<file path="config.mk">
export PLATFORM = sky130hd
export DESIGN_NAME = pr_sequencer_flat
export DESIGN_NICKNAME = d
export VERILOG_FILES = /design/src/rtl/pr_seq_pkg.sv /design/src/rtl/pr_sequencer_if.sv /design/src/rtl/pr_sync.sv /design/src/rtl/pr_sequencer.sv /design/src/flat_wrapper.sv
export SDC_FILE = /design/constraint.sdc
export NUM_CORES = 1
export LEC_CHECK = 0
export CAP_MARGIN = 0
export CORE_UTILIZATION = 31
export CTS_CLUSTER_DIAMETER = 40
export DETAILED_ROUTE_END_ITERATION = 8
export GPL_TIMING_DRIVEN = 0
export PLACE_DENSITY = 0.51
export SYNTH_ARGS = -nofsm -noshare
export SYNTH_HDL_FRONTEND = slang
export SYNTH_SLANG_ARGS = --single-unit
</file>
<file path="constraint.sdc">
create_clock -name clk -period 2.13 [get_ports clk]
set_input_delay 0.213 -clock clk [delete_from_list [all_inputs] [get_ports clk]]
set_output_delay 0.213 -clock clk [all_outputs]
set_load 0.005 [all_outputs]
</file>
<file path="src/rtl/pr_seq_pkg.sv">
// Shared types and constants for the partial-reconfiguration sequencer.
package pr_seq_pkg;

  localparam int WORD_W = 16;

  typedef enum logic [2:0] {
    PR_IDLE      = 3'd0,
    PR_FREEZE    = 3'd1,
    PR_REQUEST   = 3'd2,
    PR_STREAM    = 3'd3,
    PR_WAIT_DONE = 3'd4,
    PR_UNFREEZE  = 3'd5,
    PR_DONE      = 3'd6,
    PR_ERROR     = 3'd7
  } pr_state_t;

  localparam logic [2:0] ERR_NONE    = 3'd0;
  localparam logic [2:0] ERR_PR      = 3'd1;
  localparam logic [2:0] ERR_REQ_TO  = 3'd2;
  localparam logic [2:0] ERR_DONE_TO = 3'd3;
  localparam logic [2:0] ERR_CRC     = 3'd4;

  // States in which the PR block is being talked to and pr_clk runs.
  function automatic logic pr_link_active(input pr_state_t s);
    return (s == PR_REQUEST) || (s == PR_STREAM) || (s == PR_WAIT_DONE);
  endfunction

endpackage

</file>
<file path="src/rtl/pr_sequencer_if.sv">
// Bitstream-source and PR hard-block signals seen by pr_sequencer.
interface pr_sequencer_if;
  import pr_seq_pkg::*;

  logic [WORD_W-1:0] bs_data;
  logic              bs_valid;
  logic              bs_last;
  logic              bs_ready;
  logic              pr_request;
  logic [WORD_W-1:0] pr_data;
  logic              pr_clk;
  logic              pr_ready;
  logic              pr_done;
  logic              pr_error;

  modport master (
    input  bs_data, bs_valid, bs_last, pr_ready, pr_done, pr_error,
    output bs_ready, pr_request, pr_data, pr_clk
  );

  modport slave (
    output bs_data, bs_valid, bs_last, pr_ready, pr_done, pr_error,
    input  bs_ready, pr_request, pr_data, pr_clk
  );
endinterface

</file>
<file path="src/rtl/pr_sync.sv">
// Two-flop synchroniser for asynchronous level inputs, cleared to zero on reset.
module pr_sync #(
  parameter int WIDTH = 1
) (
  input  logic             clk,
  input  logic             rst,
  input  logic [WIDTH-1:0] async_i,
  output logic [WIDTH-1:0] sync_o
);

  logic [WIDTH-1:0] meta_q;
  logic [WIDTH-1:0] sync_q;

  // Metastability stage followed by the output stage.
  always_ff @(posedge clk or posedge rst) begin
    if (rst) begin
      meta_q <= {WIDTH{1'b0}};
      sync_q <= {WIDTH{1'b0}};
    end else begin
      meta_q <= async_i;
      sync_q <= meta_q;
    end
  end

  assign sync_o = sync_q;

endmodule

</file>
<file path="src/rtl/pr_sequencer.sv">
// Sequences one PR transaction: freeze, request, stream, wait for done/error, release.
// Optional PR_TIMEOUT_EN adds a timeout in REQUEST and WAIT_DONE.
module pr_sequencer
  import pr_seq_pkg::*;
#(
  parameter int FREEZE_CYCLES  = 16,
  parameter int RELEASE_CYCLES = 16
`ifdef PR_TIMEOUT_EN
  , parameter int TIMEOUT_CYCLES = 1048576
`endif
) (
  input  logic           clk,
  input  logic           reset,
  input  logic           start,
  input  logic           clear,
  input  logic           crc_error,
  pr_sequencer_if.master bus,
  output logic           freeze,
  output logic           busy,
  output logic           status_done,
  output logic           status_error,
  output logic [2:0]     err_code
);

  localparam int CNT_W = 21;
  localparam logic [CNT_W-1:0] FREEZE_LAST  = CNT_W'(FREEZE_CYCLES - 1);
  localparam logic [CNT_W-1:0] RELEASE_LAST = CNT_W'(RELEASE_CYCLES - 1);
`ifdef PR_TIMEOUT_EN
  localparam logic [CNT_W-1:0] TIMEOUT_LAST = CNT_W'(TIMEOUT_CYCLES - 1);
`endif

  pr_state_t         state_q, state_d;
  logic [CNT_W-1:0]  cnt_q, cnt_d, cnt_run;
  logic [2:0]        err_code_q, err_code_d;
  logic [WORD_W-1:0] pr_data_q, pr_data_d;
  logic              bs_ready_q, bs_ready_d;
  logic              pr_clk_q, pr_clk_d;
  logic              pr_request_q, pr_request_d;
  logic              freeze_q, freeze_d;
  logic              busy_q, busy_d;
  logic              done_q, done_d;
  logic              error_q, error_d;
  logic [2:0]        sync_s;
  logic              ready_s, done_s, error_s;

  pr_sync #(.WIDTH(3)) u_sync (
    .clk     (clk),
    .rst     (reset),
    .async_i ({bus.pr_error, bus.pr_done, bus.pr_ready}),
    .sync_o  (sync_s)
  );

  assign ready_s = sync_s[0];
  assign done_s  = sync_s[1];
  assign error_s = sync_s[2];

  // Next state, phase counter, error code and the bitstream word slot.
  always_comb begin
    state_d    = state_q;
    cnt_run    = cnt_q;
    err_code_d = err_code_q;
    pr_data_d  = pr_data_q;
    bs_ready_d = 1'b0;
    case (state_q)
      PR_IDLE: begin
        if (start && crc_error) begin
          state_d    = PR_ERROR;
          err_code_d = ERR_CRC;
        end else if (start) begin
          state_d    = PR_FREEZE;
          err_code_d = ERR_NONE;
        end else begin
          state_d = PR_IDLE;
        end
      end
      PR_FREEZE: begin
        if (cnt_q == FREEZE_LAST) begin
          state_d = PR_REQUEST;
        end else begin
          cnt_run = cnt_q + 21'd1;
        end
      end
      PR_REQUEST: begin
        if (error_s) begin
          state_d    = PR_ERROR;
          err_code_d = ERR_PR;
        end else if (ready_s) begin
          state_d = PR_STREAM;
`ifdef PR_TIMEOUT_EN
        end else if (cnt_q == TIMEOUT_LAST) begin
          state_d    = PR_ERROR;
          err_code_d = ERR_REQ_TO;
        end else begin
          cnt_run = cnt_q + 21'd1;
`else
        end else begin
          state_d = PR_REQUEST;
`endif
        end
      end
      PR_STREAM: begin
        // Words move only on the step where pr_clk falls, so pr_data is stable at every pr_clk rise.
        if (error_s) begin
          state_d    = PR_ERROR;
          err_code_d = ERR_PR;
        end else if (pr_clk_q && bus.bs_valid) begin
          pr_data_d  = bus.bs_data;
          bs_ready_d = 1'b1;
          state_d    = bus.bs_last ? PR_WAIT_DONE : PR_STREAM;
        end else begin
          state_d = PR_STREAM;
        end
      end
      PR_WAIT_DONE: begin
        if (error_s) begin
          state_d    = PR_ERROR;
          err_code_d = ERR_PR;
        end else if (done_s) begin
          state_d = PR_UNFREEZE;
`ifdef PR_TIMEOUT_EN
        end else if (cnt_q == TIMEOUT_LAST) begin
          state_d    = PR_ERROR;
          err_code_d = ERR_DONE_TO;
        end else begin
          cnt_run = cnt_q + 21'd1;
`else
        end else begin
          state_d = PR_WAIT_DONE;
`endif
        end
      end
      PR_UNFREEZE: begin
        // The release count only starts once the block has dropped pr_ready.
        if ((cnt_q == {CNT_W{1'b0}}) && ready_s) begin
          state_d = PR_UNFREEZE;
        end else if (cnt_q == RELEASE_LAST) begin
          state_d = PR_DONE;
        end else begin
          cnt_run = cnt_q + 21'd1;
        end
      end
      PR_DONE: begin
        state_d = clear ? PR_IDLE : PR_DONE;
      end
      PR_ERROR: begin
        if (clear) begin
          state_d    = PR_IDLE;
          err_code_d = ERR_NONE;
        end else begin
          state_d = PR_ERROR;
        end
      end
      default: begin
        state_d = PR_IDLE;
      end
    endcase
    cnt_d = (state_d == state_q) ? cnt_run : {CNT_W{1'b0}};
  end

  // Registered outputs decoded from the state being entered.
  always_comb begin
    pr_clk_d     = pr_link_active(state_d) ? ~pr_clk_q : 1'b0;
    pr_request_d = pr_link_active(state_d);
    busy_d       = (state_d != PR_IDLE) && (state_d != PR_DONE) && (state_d != PR_ERROR);
    done_d       = (state_d == PR_DONE);
    error_d      = (state_d == PR_ERROR);
    case (state_d)
      PR_IDLE:  freeze_d = 1'b0;
      PR_DONE:  freeze_d = 1'b0;
      PR_ERROR: freeze_d = freeze_q;
      default:  freeze_d = 1'b1;
    endcase
  end

  // State and output registers.
  always_ff @(posedge clk or posedge reset) begin
    if (reset) begin
      state_q      <= PR_IDLE;
      cnt_q        <= {CNT_W{1'b0}};
      err_code_q   <= ERR_NONE;
      pr_data_q    <= 16'h0000;
      bs_ready_q   <= 1'b0;
      pr_clk_q     <= 1'b0;
      pr_request_q <= 1'b0;
      freeze_q     <= 1'b0;
      busy_q       <= 1'b0;
      done_q       <= 1'b0;
      error_q      <= 1'b0;
    end else begin
      state_q      <= state_d;
      cnt_q        <= cnt_d;
      err_code_q   <= err_code_d;
      pr_data_q    <= pr_data_d;
      bs_ready_q   <= bs_ready_d;
      pr_clk_q     <= pr_clk_d;
      pr_request_q <= pr_request_d;
      freeze_q     <= freeze_d;
      busy_q       <= busy_d;
      done_q       <= done_d;
      error_q      <= error_d;
    end
  end

  assign bus.bs_ready   = bs_ready_q;
  assign bus.pr_data    = pr_data_q;
  assign bus.pr_clk     = pr_clk_q;
  assign bus.pr_request = pr_request_q;
  assign freeze         = freeze_q;
  assign busy           = busy_q;
  assign status_done    = done_q;
  assign status_error   = error_q;
  assign err_code       = err_code_q;

endmodule

</file>
<file path="src/flat_wrapper.sv">
// flat-port wrapper written by rule: the top's interface ports become plain ports
module pr_sequencer_flat import pr_seq_pkg::*;
#(
  parameter int FREEZE_CYCLES  = 16,
  parameter int RELEASE_CYCLES = 16

)
  (clk, reset, start, clear, crc_error, freeze, busy, status_done, status_error, err_code, bus_bs_data, bus_bs_valid, bus_bs_last, bus_pr_ready, bus_pr_done, bus_pr_error, bus_bs_ready, bus_pr_request, bus_pr_data, bus_pr_clk);
  pr_sequencer_if bus_i ();
  input  logic clk;
  input  logic reset;
  input  logic start;
  input  logic clear;
  input  logic crc_error;
  output logic freeze;
  output logic busy;
  output logic status_done;
  output logic status_error;
  output logic [2:0] err_code;
  input wire logic [$bits(bus_i.bs_data)-1:0] bus_bs_data;
  input wire logic [$bits(bus_i.bs_valid)-1:0] bus_bs_valid;
  input wire logic [$bits(bus_i.bs_last)-1:0] bus_bs_last;
  input wire logic [$bits(bus_i.pr_ready)-1:0] bus_pr_ready;
  input wire logic [$bits(bus_i.pr_done)-1:0] bus_pr_done;
  input wire logic [$bits(bus_i.pr_error)-1:0] bus_pr_error;
  output wire logic [$bits(bus_i.bs_ready)-1:0] bus_bs_ready;
  output wire logic [$bits(bus_i.pr_request)-1:0] bus_pr_request;
  output wire logic [$bits(bus_i.pr_data)-1:0] bus_pr_data;
  output wire logic [$bits(bus_i.pr_clk)-1:0] bus_pr_clk;
  assign bus_i.bs_data = bus_bs_data;
  assign bus_i.bs_valid = bus_bs_valid;
  assign bus_i.bs_last = bus_bs_last;
  assign bus_i.pr_ready = bus_pr_ready;
  assign bus_i.pr_done = bus_pr_done;
  assign bus_i.pr_error = bus_pr_error;
  assign bus_bs_ready = bus_i.bs_ready;
  assign bus_pr_request = bus_i.pr_request;
  assign bus_pr_data = bus_i.pr_data;
  assign bus_pr_clk = bus_i.pr_clk;
  pr_sequencer #(.FREEZE_CYCLES(FREEZE_CYCLES), .RELEASE_CYCLES(RELEASE_CYCLES)) u_core (.clk(clk), .reset(reset), .start(start), .clear(clear), .crc_error(crc_error), .bus(bus_i), .freeze(freeze), .busy(busy), .status_done(status_done), .status_error(status_error), .err_code(err_code));
endmodule
</file>
# == Yosys cells after proc, flatten, opt, wreduce, memory -nomap -nowiden ==
# Cells that the tools add are included.
# classes
add_sub_neg,1
n_eq_ne,21
muxes,29
bitwise_logic,2
reduce_logical,17
# op_table
op,count
$mux W21,3
$mux W3,15
$pmux W21 S2,1
$pmux W3 S8,1
$add A21 B1 Y21 const B,1
$eq A21 B4 Y1 const B,1
$eq A3 B3 Y1 const B,7
$logic_not A21 Y1,1
$eq A3 B2 Y1 const B,4
$ne A3 B3 Y1 const B,4
$pmux W3 S3,1
$mux W1,7
$logic_not A3 Y1,2
$reduce_bool A3 Y1,2
$logic_and A1 B1 Y1,5
$reduce_and A4 Y1,1
$eq A3 B1 Y1 const B,1
$eq A3 B3 Y1,1
$ne A3 B2 Y1 const B,1
$reduce_and A3 Y1,1
$reduce_or A3 Y1,1
$logic_or A1 B1 Y1,2
$ne A2 B1 Y1 const B,1
$ne A2 B2 Y1 const B,1
other kinds (4),5
# word_totals
regBits,56
out_inout_bits,26

# == Logic depth before layout (Yosys ltp) ==
# logic_depth
ltp_word,8
ltp_mapped,8
depth_no_buf,7

# == Hierarchy ==
# Synthesis repeated with hierarchy kept, for this count alone.
# unflattened
cells_unflattened,243
hier_area_um2,2598.7
# by_module_without_submodules
mod,n_inst,cells_per_inst,area_per_inst_um2,seq_area_each_um2
pr_sequencer,1,236,2444.8,1226.2
pr_sync,1,7,153.9,150.1

# == Worst setup path after synthesis ==
# No wires, ideal clock.
# synth_path
path_type,reg2reg
start,register u_core.cnt_q[0]
end,register u_core.cnt_q[11]
arrival_time_ns,1.767
required_ns,2.009
path_slack_ns,0.242
path_stages_with_launch,8
n_path_buf,0
cell_sequence,dfrtp_1 ha_1 and3_1 a41o_1 a311oi_4 nand4_1 xor2_1 nor2_1
# synth_via
elab_chain_cells,7
elab_cells_between_ends,16
# synth_lines
item,line_no,text
from (decl),pr_sequencer.sv:33,"logic [CNT_W-1:0] cnt_q, cnt_d, cnt_run;"
from (signal assigned),pr_sequencer.sv:179,cnt_q <= {CNT_W{1'b0}};
from (signal assigned),pr_sequencer.sv:191,cnt_q <= cnt_d;
"parallel branches: the longest is 7 deep, another holds $add A21 B1 Y21",n/a,
# Parallel ways; which one is timed is not known. The select of a mux whose other input is x is not followed.
# A chain may end at the register's enable or synchronous reset.

# == Worst setup path after layout ==
# Same ends and word-level chain as after synthesis.

==> impl_metrics.tcl <==
set metrics [dict create \
    synthDistinctLibCells 45 \
    worstMarginPinSlew_ns 0.497 \
    min_path_type "in2async" \
    crit_type "reg2reg" \
    cts.sinks 55 \
    routabilityCongestion 0.758 \
    synth_nets 261 \
    path_clk_slew_ns 0.12 \
    slew_violations 0 \
    htreeDepth 2 \
    finClkSkew_ns 0.00968 \
    dieArea_mm2 0.00849 \
    relSlewSlack_pct 66.7 \
    pin_count 52 \
    drive_gt1_share_pct 16.0 \
    synth_edf_count 0 \
    area_growth_syn_to_layout_pct 31.7 \
    required_ns 2.33 \
    ant_nets 0 \
    path_cells "ha_1 -> and3_1 -> a41o_1 -> a311oi_4 -> buf_4 -> nand4_1 -> xor2_1 -> nor2_1" \
    reg2reg_slack_ns 0.09 \
    avgViaCountPerCell 4.64 \
    design_area_mm2 0.00332 \
    critPathSlowestCell "dfrtp_1" \
    grt_pass1_wl_mm 8.64 \
    status "finished clean" \
    crit_path_end_kind "register" \
    synth_warnings 0 \
    drc 0 \
    numPortBuffers 50 \
    synthFlopType "dfrtp_1" \
    cp-start-kind "register" \
    p_per_area_mw_per_mm2 1060 \
    antenna_found_initial 0 \
    synth_area_mm2 0.00252 \
    grt_pass1_vias 1789 \
    finalHoldViolCount 0 \
    cpPeakStageDelay_ns 0.44 \
    rsz0062_at_grt "true" \
    ir_drop_v 0.000362 \
    power.total_mw 3.51 \
    fmax_mhz 491 \
    initial_core_util_pct 32.3 \
    avgSynthCellArea_um2 10.8 \
    async_flop_share_pct 100 \
    cts_tree "built" \
    n_antenna_cell 0 \
    fin_nets 321 \
    grt-ovfl-total 0 \
    final_common_cell "dfrtp_1" \
    cp.arrival_ns 2.24 \
    tns_ns 0 \
    detail_route.wl_per_cell_um 13.2 \
    ys_seq_area_share_pct 54.6 \
    clock_path_buffers 2 \
    cts_buffers 5 \
    syn_inst 233 \
    dp_hpwl_mm 3.77 \
    grtUsageTotal_pct 12.7 \
    via_count 1838 \
    final_cell_mix "dfrtp_1 (54), clkdlybuf4s50_1 (50), nor2_1 (36)" \
    drv_cap 0 \
    min_period_ns 2.04 \
    finalCritPeriodShare_pct 95.7 \
    grt_max_degree 37 \
    dieHeight_um 92.1 \
    drt_pass1_iterations 4 \
    core_mm2 0.00781 \
    die-width_um 92.1 \
    power_leakage_nw 1.47 \
    setup_viol 0 \
    dpl-instance-area_mm2 0.00317 \
    ys_ff_latch 55 \
    drt-total-wl_mm 5.22 \
    cts_root_buf "clkbuf_8" \
    clk_latency_ns 0.31 \
    cp_max_fo 4 \
    drt_iter0_drc 64 \
    row_count 32 \
]
[cells by family after synthesis]
logic type      after synthesis  synth area share, %
simple gates                100                 20.0
flops                        55                 54.6
compound gates               24                 7.45
xor+xnor                     20                 6.95
mux                          16                 7.15
buf+inv                      15                 2.68
fa+ha+maj                     2                0.993
other cells                   1                0.149
[timing repair]
item	in CTS	in global routing
endpoints found under the setup margin	3	31
setup buffers	0	2
cloned	0	0
resized for setup	0	6
pin swaps	1	1
hold buffers	0	0
[routing by layer]
metal / track usage, % / vias to the layer above / part of all wire (%)
met5: 0 / - / 0
met4: 2.47 / 0 / 0.61
met3: 2.49 / 2 / 3.2
met2: 20.7 / 28 / 48
met1: 17.4 / 891 / 48
li1: - / 917 / -
[per-stage QoR]
| stage | setup slack [ns] | cells | hold WS (ns) | utilization [%] |
|---|---|---|---|---|
| 2_1_floorplan | 0.242 | 233 | 0.244 | - |
| 3_3_place_gp | -0.527 | 385 | 0.333 | 40.3 |
| 3_5_place_dp | -0.0685 | 386 | 0.336 | 40.6 |
| 5_1_grt | -0.0189 | 396 | 0.252 | 42.5 |
| 4_1_cts | 0.00285 | 394 | 0.210 | 41.8 |
| 6_report | 0.0927 | 396 | 0.210 | 42.5 |
[sequential cells by signal, indices dropped and copies added (netlist names)]
name / cells
u_core.bus.bs_ready: 1
u_core.bus.pr_clk: 1
u_core.bus.pr_data: 16
u_core.bus.pr_request: 1
u_core.busy: 1
u_core.cnt_q: 21
u_core.err_code: 2
u_core.freeze: 1
u_core.state_q: 3
u_core.status_done: 1
u_core.status_error: 1
u_core.u_sync.meta_q: 3
u_core.u_sync.sync_o: 3
[worst max-delay path, delay by kind of cell (launching register included)]
kind	cells	cell delay, ns
compound gates	2	0.55
xor+xnor	1	0.16
fa+ha+maj	1	0.25
buf+inv	1	0.18
flops	1	0.44
simple gates	3	0.37
[final timing paths]
path | startpoint | end | cells past startpoint
hold reg to reg | u_core.u_sync.meta_q[2]$_DFF_PP0_ | u_core.u_sync.sync_o[2]$_DFF_PP0_ | 0
min in group clk | bus_pr_done | u_core.u_sync.meta_q[1]$_DFF_PP0_ | 1
max in group asynchronous | reset | u_core.cnt_q[4]$_DFFE_PP0P_ | 3
setup reg to reg | u_core.cnt_q[0]$_DFFE_PP0P_ | u_core.cnt_q[11]$_DFFE_PP0P_ | 8
hold / removal | reset | u_core.bus.pr_data[0]$_DFFE_PP0P_ | 2
setup / recovery | u_core.cnt_q[0]$_DFFE_PP0P_ | u_core.cnt_q[11]$_DFFE_PP0P_ | 8
[Yosys cell counts, types with 2 or more instances]
library cell	number	share of area [%]
nand4_1	7	1.7
nand2b_1	2	0.50
nor2_1	36	5.4
and3_1	8	2.0
mux2_2	16	7.2
ha_1	2	0.99
a21oi_1	5	0.99
nand3_1	11	2.2
and2_1	3	0.75
nand2_1	16	2.4
nor4_1	4	0.99
xnor2_1	5	1.7
dfrtp_1	55	55
xor2_1	15	5.2
or3_1	2	0.50
nor2b_1	2	0.50
inv_1	7	1.0
buf_2	6	1.2
o21ai_0	5	0.99
[power breakdown]
| group | internal (mW) | leakage, nW | switching (mW) |
|---|---|---|---|
| clock network | 0.253 | 0.0526 | 0.381 |
| registers | 1.29 | 0.725 | 0.131 |
| logic | 0.763 | 0.689 | 0.692 |
| total | 2.31 | 1.47 | 1.20 |
[area by class of cell]
type | count | area, um^2
multi-input combinational | 163 | 1110
buffer | 8 | 41.3
clock buffer | 5 | 68.8
fill | 783 | 4490
inverter | 7 | 26.3
tap | 102 | 128
timing repair buffer | 53 | 536
sequential | 55 | 1380
clock inverter | 3 | 31.3
Power figures use the tool's default switching activity.
